**config.mk**
```make
export PLATFORM = sky130hd
export DESIGN_NAME = sw_irq_ctrl
export DESIGN_NICKNAME = d
export VERILOG_FILES = /design/src/rtl/sw_irq_ctrl.sv
export SDC_FILE = /design/constraint.sdc
export NUM_CORES = 1
export LEC_CHECK = 0
export BUFFER_PORTS_ARGS = -buffer_cell sky130_fd_sc_hd__buf_2
export CAP_MARGIN = 10
export CORE_ASPECT_RATIO = 1.1
export CORE_MARGIN = 2
export CORE_UTILIZATION = 40
export CTS_BUF_LIST = sky130_fd_sc_hd__clkbuf_4 sky130_fd_sc_hd__clkbuf_8 sky130_fd_sc_hd__clkbuf_16
export DETAILED_ROUTE_END_ITERATION = 6
export PLACE_DENSITY = 0.64
export SLEW_MARGIN = 20
export SYNTH_ARGS = -nofsm -noshare
export SYNTH_HDL_FRONTEND = slang
export SYNTH_SLANG_ARGS = --single-unit
```
**constraint.sdc**
```tcl
create_clock -name CLK -period 1.5 [get_ports CLK]
set_clock_uncertainty 0.1 [all_clocks]
set_input_delay 0.3 -clock CLK [delete_from_list [all_inputs] [get_ports CLK]]
set_output_delay 0.3 -clock CLK [all_outputs]
set_load 0.05 [all_outputs]
```
**src/rtl/sw_irq_ctrl.sv**
```systemverilog
// Switch-input interrupt controller: per-switch sync/debounce/edge-capture lanes
// feeding a lowest-index-first request FSM held until the CPU acknowledges.

module sw_irq_lane #(
  parameter int DEBOUNCE_CYCLES = 4
) (
  input  logic clk,
  input  logic rst_n,
  input  logic sw,
  input  logic clr,
  output logic stable,
  output logic pending
);
  localparam int CW = $clog2(DEBOUNCE_CYCLES + 1);

  logic          sync1, sync2;
  logic [CW-1:0] cnt;
  logic          accept, rise;

  assign accept = (sync2 != stable) && (cnt == CW'(DEBOUNCE_CYCLES - 1));
  assign rise   = accept && sync2;

  always_ff @(posedge clk or negedge rst_n) begin
    if (!rst_n) begin
      sync1   <= 1'b0;
      sync2   <= 1'b0;
      cnt     <= '0;
      stable  <= 1'b0;
      pending <= 1'b0;
    end else begin
      sync1 <= sw;
      sync2 <= sync1;
      if (sync2 == stable) begin
        cnt <= '0;
      end else if (accept) begin
        stable <= sync2;
        cnt    <= '0;
      end else begin
        cnt <= cnt + 1'b1;
      end
      // a new rising edge beats a same-cycle ack clear
      pending <= (pending & ~clr) | rise;
    end
  end
endmodule

module sw_irq_ctrl #(
  parameter int SW_WIDTH        = 10,
  parameter int DEBOUNCE_CYCLES = 4,
  parameter int ID_WIDTH        = 4
) (
  input  logic                CLK,
  input  logic                RST,
  input  logic [SW_WIDTH-1:0] SW,
  input  logic [SW_WIDTH-1:0] IRQ_MASK,
  input  logic                IRQ_ACK,
  output logic                IRQ,
  output logic [ID_WIDTH-1:0] IRQ_ID,
  output logic [SW_WIDTH-1:0] SW_STABLE,
  output logic [SW_WIDTH-1:0] PENDING
);
  typedef enum logic {IDLE, REQ} state_t;

  state_t              state;
  logic [SW_WIDTH-1:0] req, clr;
  logic [ID_WIDTH-1:0] lo_id;

  sw_irq_lane #(.DEBOUNCE_CYCLES(DEBOUNCE_CYCLES)) u_lane [SW_WIDTH-1:0] (
    .clk     (CLK),
    .rst_n   (RST),
    .sw      (SW),
    .clr     (clr),
    .stable  (SW_STABLE),
    .pending (PENDING)
  );

  assign req = PENDING & IRQ_MASK;
  assign clr = (state == REQ && IRQ_ACK) ? (SW_WIDTH'(1) << IRQ_ID) : '0;

  always_comb begin
    lo_id = '0;
    for (int i = SW_WIDTH - 1; i >= 0; i--)
      if (req[i]) lo_id = ID_WIDTH'(i);
  end

  // mask is only consulted on entry to REQ; a masked-off active request stays up
  always_ff @(posedge CLK or negedge RST) begin
    if (!RST) begin
      state  <= IDLE;
      IRQ    <= 1'b0;
      IRQ_ID <= '0;
    end else begin
      case (state)
        IDLE: if (|req) begin
          IRQ_ID <= lo_id;
          IRQ    <= 1'b1;
          state  <= REQ;
        end
        REQ: if (IRQ_ACK) begin
          IRQ   <= 1'b0;
          state <= IDLE;
        end
        default: state <= IDLE;
      endcase
    end
  end
endmodule
```
## Yosys cells after proc, flatten, opt, wreduce, memory -nomap -nowiden

Cells that the tools add are included.

| word-level totals | value |
|---|---|
| bits in registers | 76 |
| bits in latches | 0 |
| bits in writable memories | 0 |
| memory bits (read-only) | 0 |
| bits of input ports | 23 |
| logic and storage cells | 209 |
| memories | 0 |

| cells by class | value |
|---|---|
| $add $sub $neg | 10 |
| $mul | 0 |
| divide/modulo/power cells | 0 |
| $lt $le $gt $ge | 0 |
| eq/ne operators | 32 |
| shift-type cells | 1 |
| mux-type cells | 37 |
| bitwise operators | 42 |
| reductions and logical operators | 34 |

Operators by type and width:

| cell | number |
|---|---|
| 3-bit two-way mux | 20 |
| 4-bit two-way mux | 10 |
| 3-bit by 1-bit adder with 3-bit output (second input constant) | 10 |
| 3-bit by 2-bit == test with 1-bit output (second input constant) | 10 |
| 2-bit AND reduction | 12 |
| 1-bit logical AND | 21 |
| 1-bit NOT | 21 |
| 1-bit bitwise AND | 10 |
| 10-bit bitwise AND | 1 |
| 1-bit == test | 10 |
| 10-bit two-way mux | 1 |
| 1-bit != test | 10 |
| 1-bit OR | 10 |
| 10-bit OR reduction | 1 |
| 1-bit by 4-bit << shifter with 10-bit output (first input constant) | 1 |
| 1-bit two-way mux | 4 |
| 2-bit != test (second input constant) | 2 |
| 1-bit case mux with 2 select lines | 2 |

## Depth between registers and ports, before layout

Gate-level depths: netlist of the first run.

| logic depth | value |
|---|---|
| word-level depth | 11 |
| depth in mapped cells | 4 |
| gate-level depth less buffers | 4 |

## By module

Synthesis of the first run repeated with hierarchy kept, for this count alone.

| second synthesis, totals | value |
|---|---|
| cells, all modules | 227 |
| area total of the unflattened synthesis | 3125.5 um^2 |

By module, submodules not included:

| module | instances | cells each | area each (um^2) | sequential area each (um^2) |
|---|---|---|---|---|
| sw_irq_lane | 10 | 17 | 265.3 | 175.2 |
| sw_irq_ctrl | 1 | 57 | 473.0 | 150.1 |

## Worst setup path after synthesis of the first run

OpenSTA, ideal clock, no wires.

| timing | value |
|---|---|
| kind | register to register |
| from | reg u_lane[3].pending |
| to | reg IRQ_ID[1] |
| setup time | 0.125 ns |
| arrival | 1.320 ns |
| data required time | 1.275 ns |
| setup slack | -0.045 ns |
| cell stages (with the launch flop) | 5 |
| path buffers | 0 |
| cell sequence | dfrtp_1 > a22oi_2 > a41oi_2 > or2_4 > mux2_4 |

| between the ends | value |
|---|---|
| longest elaborated chain between the ends | 5 |
| elaborated cells between the ends (all ways) | 7 |
| those cells by class | mux (4); bitwise (1); reduce/logical (2) |

Ends and longest elaborated chain:

| item | line | source |
|---|---|---|
| start: declaration | 12 | `output logic pending` |
| start signal: assignment | 42 | `pending <= (pending & ~clr) \| rise;` |
| 10-bit bitwise AND * | 77 | `assign req = PENDING & IRQ_MASK;` |
| 4-bit two-way mux (4 in a row) | 83 | `if (req[i]) lo_id = ID_WIDTH'(i);` |
| end signal: assignment | 95 | `IRQ_ID <= lo_id;` |
| end: declaration | 58 | `output logic [ID_WIDTH-1:0] IRQ_ID,` |

Every way passes the cells marked *; elsewhere a longest branch is shown, timed or not.
A chain may end at the register's enable or synchronous reset.

## Worst setup path after layout of the first run

| timing | value |
|---|---|
| from | reg u_lane[6].pending |
| to | reg IRQ_ID[1] |

| between the ends | value |
|---|---|
| longest elaborated chain between the ends | 8 |
| elaborated cells between the ends (all ways) | 10 |
| those cells by class | mux (7); bitwise (1); reduce/logical (2) |

Ends and longest elaborated chain:

| item | line |
|---|---|
| start: declaration | 12 |
| start signal: assignment | 42 |
| 10-bit bitwise AND * | 77 |
| 4-bit two-way mux (7 in a row) | 83 |

Marked as above.

==> impl_results.md, run 1 <==
* CP max FO at 3
* Port bufs at 47
* Area leader, netlist: dfrtp_1
* Worst-Margin Slew at 0.308 ns
* Antenna viol nets, final at 0
* Maximum VDD drop at 899 µV
* Layout area overhead at 24.6%
* Multiplexer share of the synthesized area at 4.10%
* Power Total at 8250 µW
* Yosys top cell area share at 61.1%
* Tmin final at 1.53 ns
* Max-cap viol count at 0
* CP max stage delay at 0.41 ns
* Placer Congestion at 0.771
* Core ar. at 7510 µm²
* RSZ-0062 raised after global routing: true
* Worst reg-to-reg path cell count at 4
* Row count at 33
* Final hold violation count at 0
* Mapped Nets at 273
* Post-synthesis sequential area ratio at 61.1%
* Fin crit share at 102%
* Top post-synthesis cells by area: dfrtp_1 (61%), buf_4 (4.8%), nor3b_1 (4.1%)
* Largest net degree at the start of global routing at 42
* # nets final at 344
* Placement Cell Area at 3500 µm²
* Routed len/inst at 13.4 µm
* Critical path arrival at 1.67 ns
* CP endpoint kind: flop
* First-pass GRT wire length at 9.65 mm
* Avg Cell Area, Syn at 13.0 µm²
* WP data required at 1.64 ns
* Fill cells at 678
* Mapped Area at 3110 µm²
* Post-Synth XOR/XNOR Area at 2.81%
* Crit path cell chain: a22oi_4, a41oi_2, or2_4, mux2_4
* Pre-antenna DRT Iters at 4
* Diodes inserted at 0
* Clk sinks at 76
* Fmax at 654 MHz
* Hold Crit Depth at 2
* Pwr Density at 2130 nW/µm²
* GRT Total Usage at 15.4%
* Post-route setup TNS at -0.0289 ns
* H-tree depth at 3
* Lkg Pwr at 0.00182 µW
* Synth Area in Adders at 4.02%
* Starting DRT DRC Count at 64
* Post-synth cell types at 31
* Detailed placement HPWL at 4.15 mm
* Share of cells above drive strength 1 at 33.9%
* Failing checks: setup timing
* Starting Density at 41.4%
* Worst Setup Start Kind: flop
* IO Count at 48
* Hold slack at 0.0963 ns
* Clk slew on worst S/H paths at 0.08 ns
* Hold Crit Class: primary input to flop
* Die area at 8500 µm²
* Status: finished with violations
* Gr ovfl total at 0
* Total CTS buffers at 9
* Placed insts at 393
* Synth Area in Compound Gates at 7.07%
* Max-slew headroom at 79.5%
* Vert. Die Dim at 96.5 µm
* Finished Layout Cells at 421
* Mapped Cells at 240
* CP max stage cell: dfrtp_1
* Simple-gate area share of the yosys netlist at 15.7%
* Root buf cell: clkbuf_8
* Drt drc at 0
* CP Class: flop to flop
* Synth warnings at 0
* TritonCTS clock tree: done
* # setup viols final at 1
* Final instance area at 3880 µm²
* Largest family of logic cells by synthesized area: simple AND/OR/NAND/NOR gates
* Worst setup margin at -0.0289 ns
* Slew Limit Fails at 0
* R2R setup slack at -0.03 ns
* Seq cells post-synth at 76
* Clk buf depth at 2
* Number of global-route vias before repair at 2075
* Vias at 1998
* Worst skew pair latency at 0.35 ns
* Initial antenna violation count at 0
* Drt total wl at 5.64 mm
* Die width at 88.1 µm
* Drt via density at 4.75
-- synth_stat cells --
library cell / count
nand2b_1: 7
mux2_2: 10
a21oi_1: 2
nor2b_1: 13
nand3_1: 1
nor3_1: 10
a22oi_4: 2
mux2_4: 1
a41oi_2: 1
a41o_2: 1
buf_4: 20
a31oi_1: 1
a22oi_2: 2
o211ai_1: 1
ha_1: 10
a32o_1: 1
a21boi_0: 1
nand2_1: 19
o2bb2a_1: 1
nand4b_1: 2
inv_1: 3
o21ai_0: 13
or2_2: 1
dfrtp_1: 76
nand3b_1: 8
nor3b_1: 17
or3_1: 1
nor2_1: 3
a22o_1: 1
xnor2_1: 10
or2_4: 1
-- cell families after synthesis --
group                    after synthesis
AO/OA/AOI/OAI                         27
XOR/XNOR                              10
buffers and inverters                 23
multiplexers                          11
AND/OR/NAND/NOR                       83
adder cells (fa/ha/maj)               10
flip-flops                            76
-- power breakdown --
part	switching, µW	leakage (µW)	internal, µW
Combinational	2240	0.000800	1550
Sequential	437	0.000932	2640
Clock	741	0.0000920	641
Total	3420	0.00182	4830
-- timing repair --
| item | CTS | global route |
|---|---|---|
| buffers inserted | 0 | 1 |
| hold buffers | 11 | 0 |
| setup endpoints to repair | 11 | 13 |
| pin swaps | 0 | 2 |
| endpoints found under the hold margin | 73 | 0 |
| resized for setup | 15 | 14 |
-- placed cells by master, fill, tap and decap left out, types with 11 or more instances in the layout --
cell            n
nor2b_1        13
buf_4          22
nor3b_1        17
o21ai_0        13
dlygate4sd3_1  11
buf_2          33
dfrtp_1        74
nand2_1        19
-- per-layer routing --
layer	share of wire [%]	up-vias	GRT usage (%)	wire, µm
met5	0	-	0	0
met4	2.6	0	8.33	147
met3	5.7	11	4.84	322
met2	50	30	24.8	2800
met1	42	1001	18.4	2370
li1	-	956	-	-
-- flip-flops by register name, summed over array words and instances (netlist names) --
signal,cells
u_lane.cnt,30
IRQ,1
u_lane.sync2,10
u_lane.sync1,10
u_lane.stable,10
state,1
u_lane.pending,10
IRQ_ID,4
-- worst max-delay path: cells and delay by family (launching register included) --
family / cells / cell delay (ns)
AO/OA/AOI/OAI: 2 / 0.36
multiplexers: 1 / 0.29
AND/OR/NAND/NOR: 1 / 0.26
flip-flops: 1 / 0.41
-- cell type report --
cell class / count / area (µm²) / share of cell area [%]
inverter: 3 / 11.3 / 0.290
clock buffer: 10 / 138 / 3.55
tap: 105 / 131 / 3.39
sequential: 76 / 1900 / 49.1
clock inverter: 6 / 40.0 / 1.03
timing repair buffer: 80 / 603 / 15.5
multi-input combinational: 141 / 1050 / 27.1
-- metrics by stage --
stage                     utilization (%)  setup slack (ns)
after global placement               46.6           -0.0613
after floorplan                         -           -0.0199
final                                51.6           -0.0289
after CTS                            51.0           -0.0302
after global routing                 51.6            -0.105
after detailed placement             46.6           -0.0779
-- worst paths after layout --
kind                                    from                to
max                        u_lane[6].pending         IRQ_ID[1]
min                                  IRQ_ACK             state
max reg2reg                u_lane[6].pending         IRQ_ID[1]
min reg2reg                  u_lane[8].sync1   u_lane[8].sync2
max in group asynchronous                RST  u_lane[4].cnt[0]
min in group asynchronous                RST   u_lane[3].sync2
Power figures use the tool's default switching activity.
==> run 2, diff against run 1 <==
REMOVE_ABC_BUFFERS = 1   (was default)
==> run 2 against run 1 <==
Net effect: the flow still finishes with violations (setup timing); core utilization increased by 0.73 points; global-route usage decreased by 0.86 points; total power increased by 4.3%; setup slack got worse by 0.035 ns; critical path depth unchanged; sequential share of layout area decreased by 0.69 points; cell count decreased by 0.24%; register-to-register slack got worse by 0.04 ns; clock-buffer cell count increased by 1; first-iteration DRC count increased by 1.6%; sequential power about the same; wire length decreased by 2.7%.
==> impl_results.md, run 2 (synthesized netlist as in run 1, its figures left out) <==
* WP data required at 1.64 ns (about the same)
* Worst setup margin at -0.0639 ns (was -0.0289 ns)
* Psw at 3410 µW (was 3420 µW)
* Clk sinks at 76 (unchanged)
* Part of the power in registers at 35.9% (was 37.3%)
* Die width at 88.1 µm (unchanged)
* Pwr Density at 2190 nW/µm² (was 2130 nW/µm²)
* Antenna viol nets, final at 0 (unchanged)
* # setup viols final at 2 (was 1)
* First-pass GRT wire length at 9.05 mm (was 9.65 mm)
* Starting DRT DRC Count at 65 (was 64)
* H-tree depth at 3 (unchanged)
* Max-cap viol count at 0 (unchanged)
* Max FFs per register at 30 (unchanged)
* Hold Crit Depth at 2 (unchanged)
* Clk buf depth at 2 (unchanged)
* Fin util at 52.4% (was 51.6%)
* Diodes inserted at 0 (unchanged)
* Row count at 33 (unchanged)
* Detailed placement HPWL at 4.11 mm (was 4.15 mm)
* Drt via density at 4.64 (was 4.75)
* Root buf cell: clkbuf_8 (unchanged)
* CP delay by family, top: flip-flops (unchanged)
* Critical path arrival at 1.70 ns (was 1.67 ns)
* GRT Total Usage at 14.5% (was 15.4%)
* HP Start: IRQ_ACK (unchanged)
* Layout area overhead at 26.4% (was 24.6%)
* Die area at 8500 µm² (unchanged)
* Core ar. at 7510 µm² (unchanged)
* Status: finished with violations (unchanged)
* Port bufs at 47 (unchanged)
* Critical path buffers and inverters at 0 (unchanged)
* CP max stage cell: dfrtp_1 (unchanged)
* Top reg by flops: u_lane.cnt (unchanged)
* Most frequent cells in the layout: dfrtp_1 (74), buf_2 (33), buf_4 (24) (was dfrtp_1 (74), buf_2 (33), buf_4 (22))
* CP endpoint kind: flop (unchanged)
* Worst flop-to-flop path startpoint: u_lane[1].pending (was u_lane[6].pending)
* Drt drc at 0 (unchanged)
* Worst skew pair latency at 0.35 ns (about the same)
* Routed len/inst at 13.1 µm (was 13.4 µm)
* Most common cell after layout, fill and taps aside: dfrtp_1 (unchanged)
* CP Class: flop to flop (unchanged)
* Tmin final at 1.56 ns (was 1.53 ns)
* Fmax at 639 MHz (was 654 MHz)
* RSZ-0062 raised after global routing: true (unchanged)
* Max-slew headroom at 79.2% (was 79.5%)
* CP max FO at 2 (was 3)
* Hold Crit Class: primary input to flop (unchanged)
* Dpl ws at -0.0971 ns (was -0.0779 ns)
* Maximum VDD drop at 925 µV (was 899 µV)
* Vias at 1950 (was 1998)
* Initial antenna violation count at 0 (unchanged)
* Gr ovfl total at 0 (unchanged)
* Setup crit start: u_lane[1].pending (was u_lane[6].pending)
* Largest net degree at the start of global routing at 29 (was 42)
* Total CTS buffers at 9 (unchanged)
* Failing checks: setup timing (unchanged)
* Number of global-route vias before repair at 1948 (was 2075)
* CP max stage delay at 0.40 ns (was 0.41 ns)
* Placer Congestion at 0.791 (was 0.771)
* Worst Setup Start Kind: flop (unchanged)
* Placed insts at 392 (was 393)
* Pint at 5190 µW (was 4830 µW)
* IO Count at 48 (unchanged)
* Hold slack at 0.0778 ns (was 0.0963 ns)
* Logic gate share of total power at 43.4% (was 45.9%)
* # nets final at 343 (was 344)
* TritonCTS clock tree: done (unchanged)
* Reg2reg end: IRQ_ID[1] (unchanged)
* WHS Endpoint: state (unchanged)
* Pre-antenna DRT Iters at 5 (was 4)
* Starting Density at 41.4% (unchanged)
* Lkg Pwr at 0.00184 µW (was 0.00182 µW)
* Drt total wl at 5.48 mm (was 5.64 mm)
* Worst reg-to-reg path cell count at 4 (unchanged)
* CP Depth at 4 (unchanged)
* Share of cells above drive strength 1 at 33.7% (was 33.9%)
* Finished Layout Cells at 420 (was 421)
* Sw frac at 39.7% (was 41.4%)
* Crit path cell chain: a22oi_2, a41oi_2, or2_4, mux2_4 (was a22oi_4, a41oi_2, or2_4, mux2_4)
* Clock power share at 20.8% (was 16.7%)
* Final hold violation count at 0 (unchanged)
* Worst-Margin Slew at 0.312 ns (was 0.308 ns)
* Clk slew on worst S/H paths at 0.08 ns (about the same)
* R2R setup slack at -0.06 ns (was -0.03 ns)
* Slew Limit Fails at 0 (unchanged)
* Vert. Die Dim at 96.5 µm (unchanged)
* Fin crit share at 104% (was 102%)
run 2: cell count changes in the layout (fill, tap and decap cells not counted):
cell,previous run,this run
bufinv_16,0,2
clkinv_2,3,0
nor2_2,1,0
clkinv_4,2,1
buf_4,22,24
clkinvlp_4,1,2
buf_12,1,2
a31oi_1,1,0
a31oi_2,0,1
buf_6,10,7
nor2_1,2,3
clkbuf_4,2,1
clkbuf_8,10,11
run 2: power groups by stage:
stage	clock (µW)	sequential [µW]	combinational [µW]
floorplan	0	4260	1240
global placement	0	3090	3480
detailed placement	0	3120	3530
CTS	1820	3080	3650
global route	1920	3190	4050
finish	1790	3090	3730
run 2: worst max-delay path by stage:
stage | endpoint | slack (ns)
after floorplan | IRQ_ID[1] | -0.30
after global placement | IRQ_ID[1] | -0.04
after detailed placement | IRQ_ID[1] | -0.1
after CTS | IRQ_ID[1] | -0.07
after global routing | IRQ_ID[1] | -0.13
final | IRQ_ID[1] | -0.06
run 2: routing by layer:
layer	track usage [%]	vias up	wire length [µm]
li1	-	957	-
met1	18.0	945	2440
met2	22.8	37	2620
met3	4.16	11	292
met4	8.33	0	138
met5	0	-	0
run 2: repair_timing:
item / 4_1_cts / 5_1_grt
hold buffers: 11 / 0
pin swaps: 4 / 2
setup buffers: 0 / 1
hold endpoints to repair: 31 / 0
gates resized for setup: 10 / 19
gates cloned: 0 / 0
endpoints found under the setup margin: 10 / 14
run 2: final cells by class:
class	instances	area (µm²)
fill	695	3580
timing repair buffer	79	597
clock inverter	5	83.8
inverter	3	11.3
tap	105	131
sequential	76	1900
multi-input combinational	141	1060
clock buffer	11	151
run 2: per-stage QoR:
stage	TNS [ns]	instance area (µm²)	total power, µW
6_report	-0.0755	3940	8600
5_1_grt	-0.198	3940	9160
4_1_cts	-0.0743	3880	8550
3_5_place_dp	-0.145	3510	6650
3_3_place_gp	-0.0430	3510	6570
2_1_floorplan	-0.613	2960	5500
==> run 3, diff against run 2 <==
--- a/config.mk
+++ b/config.mk
@@ -15,5 +15,4 @@
 export PLACE_DENSITY = 0.64
 export REMOVE_ABC_BUFFERS = 1
-export SLEW_MARGIN = 20
 export SYNTH_ARGS = -nofsm -noshare
 export SYNTH_HDL_FRONTEND = slang
==> constraint.sdc (replaced) <==
create_clock -name CLK -period 1.5 [get_ports CLK]
set_clock_uncertainty 0.1 [all_clocks]
set_input_delay 0.3 -clock CLK [delete_from_list [all_inputs] [get_ports CLK]]
set_output_delay 0.3 -clock CLK [all_outputs]
set_load 0.005 [all_outputs]
==> run 3 against run 2 <==
Net effect: the run still ends with setup timing left; register-to-register slack about the same; critical endpoint unchanged; global-route usage unchanged; first-iteration DRC count is 51% higher; non-clock buffer count did not move; cell count unchanged; worst hold slack hardly changed; final area shrank 1.7%.
==> impl_results.md, run 3 (synthesized netlist as in run 1, its figures left out) <==
* Status: finished with violations (unchanged)
* Failing checks: setup timing (unchanged)
* Routed len/inst at 13.0 µm (was 13.1 µm)
* Worst Setup Start Kind: flop (unchanged)
* Worst setup margin at -0.0730 ns (was -0.0639 ns)
* Vert. Die Dim at 96.5 µm (unchanged)
* Number of global-route vias before repair at 1941 (was 1948)
* Detailed placement HPWL at 4.11 mm (unchanged)
* Top reg by flops: u_lane.cnt (unchanged)
* RSZ-0062 raised after global routing: true (unchanged)
* Clk sinks at 76 (unchanged)
* CP Class: flop to flop (unchanged)
* Worst flop-to-flop path startpoint: u_lane[1].pending (unchanged)
* Antenna viol nets, final at 0 (unchanged)
* Slew Limit Fails at 0 (unchanged)
* H-tree depth at 3 (unchanged)
* First-pass GRT wire length at 9.04 mm (was 9.05 mm)
* Fmax at 636 MHz (was 639 MHz)
* Max FFs per register at 30 (unchanged)
* Lkg Pwr at 0.00182 µW (was 0.00184 µW)
* Maximum VDD drop at 875 µV (was 925 µV)
* Clk buf depth at 2 (unchanged)
* Initial antenna violation count at 0 (unchanged)
* Gr ovfl total at 0 (unchanged)
* Reg2reg end: IRQ_ID[1] (unchanged)
* Row count at 33 (unchanged)
* Worst reg-to-reg path cell count at 4 (unchanged)
* Worst-Margin Slew at 0.313 ns (was 0.312 ns)
* Drt drc at 0 (unchanged)
* Final hold violation count at 0 (unchanged)
* Pre-antenna DRT Iters at 4 (was 5)
* Drt total wl at 5.45 mm (was 5.48 mm)
* Critical path arrival at 1.71 ns (was 1.70 ns)
* Max-slew headroom at 79.2% (about the same)
* Crit path to: IRQ_ID[1] (unchanged)
* Max-cap viol count at 0 (unchanged)
* TritonCTS clock tree: done (unchanged)
* Share of cells above drive strength 1 at 33.3% (was 33.7%)
* CP max FO at 2 (unchanged)
* Drt via density at 4.64 (about the same)
* Vias at 1948 (was 1950)
* R2R setup slack at -0.07 ns (was -0.06 ns)
* Layout area overhead at 24.2% (was 26.4%)
* GRT Total Usage at 14.5% (unchanged)
* Starting DRT DRC Count at 98 (was 65)
* Port bufs at 47 (unchanged)
* Worst skew pair latency at 0.34 ns (was 0.35 ns)
* Most frequent cells in the layout: dfrtp_1 (75), buf_2 (46), buf_4 (20) (was dfrtp_1 (74), buf_2 (33), buf_4 (24))
* Core ar. at 7510 µm² (unchanged)
* Root buf cell: clkbuf_8 (unchanged)
* Clk slew on worst S/H paths at 0.08 ns (about the same)
* Total CTS buffers at 9 (unchanged)
* Die area at 8500 µm² (unchanged)
* Finished Layout Cells at 420 (unchanged)
* Fin crit share at 105% (was 104%)
* # nets final at 343 (unchanged)
* Largest net degree at the start of global routing at 29 (unchanged)
* Power Total at 7230 µW (was 8600 µW)
* Pwr Density at 1870 nW/µm² (was 2190 nW/µm²)
* WP data required at 1.63 ns (was 1.64 ns)
* # setup viols final at 2 (unchanged)
* CP endpoint kind: flop (unchanged)
* Most common cell after layout, fill and taps aside: dfrtp_1 (unchanged)
* Tmin final at 1.57 ns (was 1.56 ns)
* Diodes inserted at 0 (unchanged)
* Starting Density at 41.4% (unchanged)
* Die width at 88.1 µm (unchanged)
* Placer Congestion at 0.791 (unchanged)
* Hold Crit Class: primary input to flop (unchanged)
* Post-route setup TNS at -0.0940 ns (was -0.0755 ns)
* Placed insts at 392 (unchanged)
* Dpl ws at -0.0971 ns (unchanged)
* Setup crit start: u_lane[1].pending (unchanged)
* IO Count at 48 (unchanged)
==> run 3: layout make-up <==
class	count	area, µm²
fillers	709	3650
multi-input cells	141	1060
flip-flops and latches	76	1900
clock buffers	11	151
clock inverters	5	83.8
repair buffers	79	531
well taps	105	131
inverters	3	11.3
==> run 3: through the flow <==
step	hold slack (ns)	util [%]	instance area [µm²]
after floorplan	-0.0956	-	2960
after global placement	0.116	46.7	3510
after detailed placement	0.119	46.7	3510
after CTS	0.0692	51.3	3850
after global routing	0.0702	51.5	3870
final	0.0776	51.5	3870
==> run 3: critical path, stage by stage, from the launching register on <==
cell and delay (ns):
dfrtp_1 0.40, a22oi_2 0.26, a41oi_2 0.15, or2_4 0.26, mux2_4 0.29
==> run 3: metal layers <==
| layer | share of wire (%) | global-route usage (%) | up-vias |
|---|---|---|---|
| met1 | 45 | 18.0 | 946 |
| met2 | 47 | 22.7 | 35 |
| met3 | 5.0 | 4.16 | 11 |
| li1 | - | - | 956 |
| met5 | 0 | 0 | - |
| met4 | 2.5 | 8.33 | 0 |
==> run 3: repair_timing <==
item / in CTS / in global routing
endpoints found under the setup margin: 2 / 4
hold buffers: 11 / 0
pin swaps: 4 / 2
endpoints found under the hold margin: 31 / 0
setup buffers: 0 / 1
resized for setup: 0 / 2
==> run 3: worst min-delay path by stage <==
stage / startpoint / to / slack [ns] / cells after the start
after detailed placement: RST / u_lane[2].sync2 / 0.12 / 1
final: IRQ_ACK / state / 0.08 / 2
after CTS: IRQ_ACK / state / 0.07 / 2
after global placement: RST / u_lane[2].sync1 / 0.12 / 1
after global routing: IRQ_ACK / state / 0.07 / 2
after floorplan: RST / IRQ / -0.1 / 0
==> run 3: power breakdown <==
| group | switching [µW] | internal [µW] |
|---|---|---|
| Clock | 751 | 1030 |
| Sequential | 439 | 2640 |
| Combinational | 1040 | 1330 |
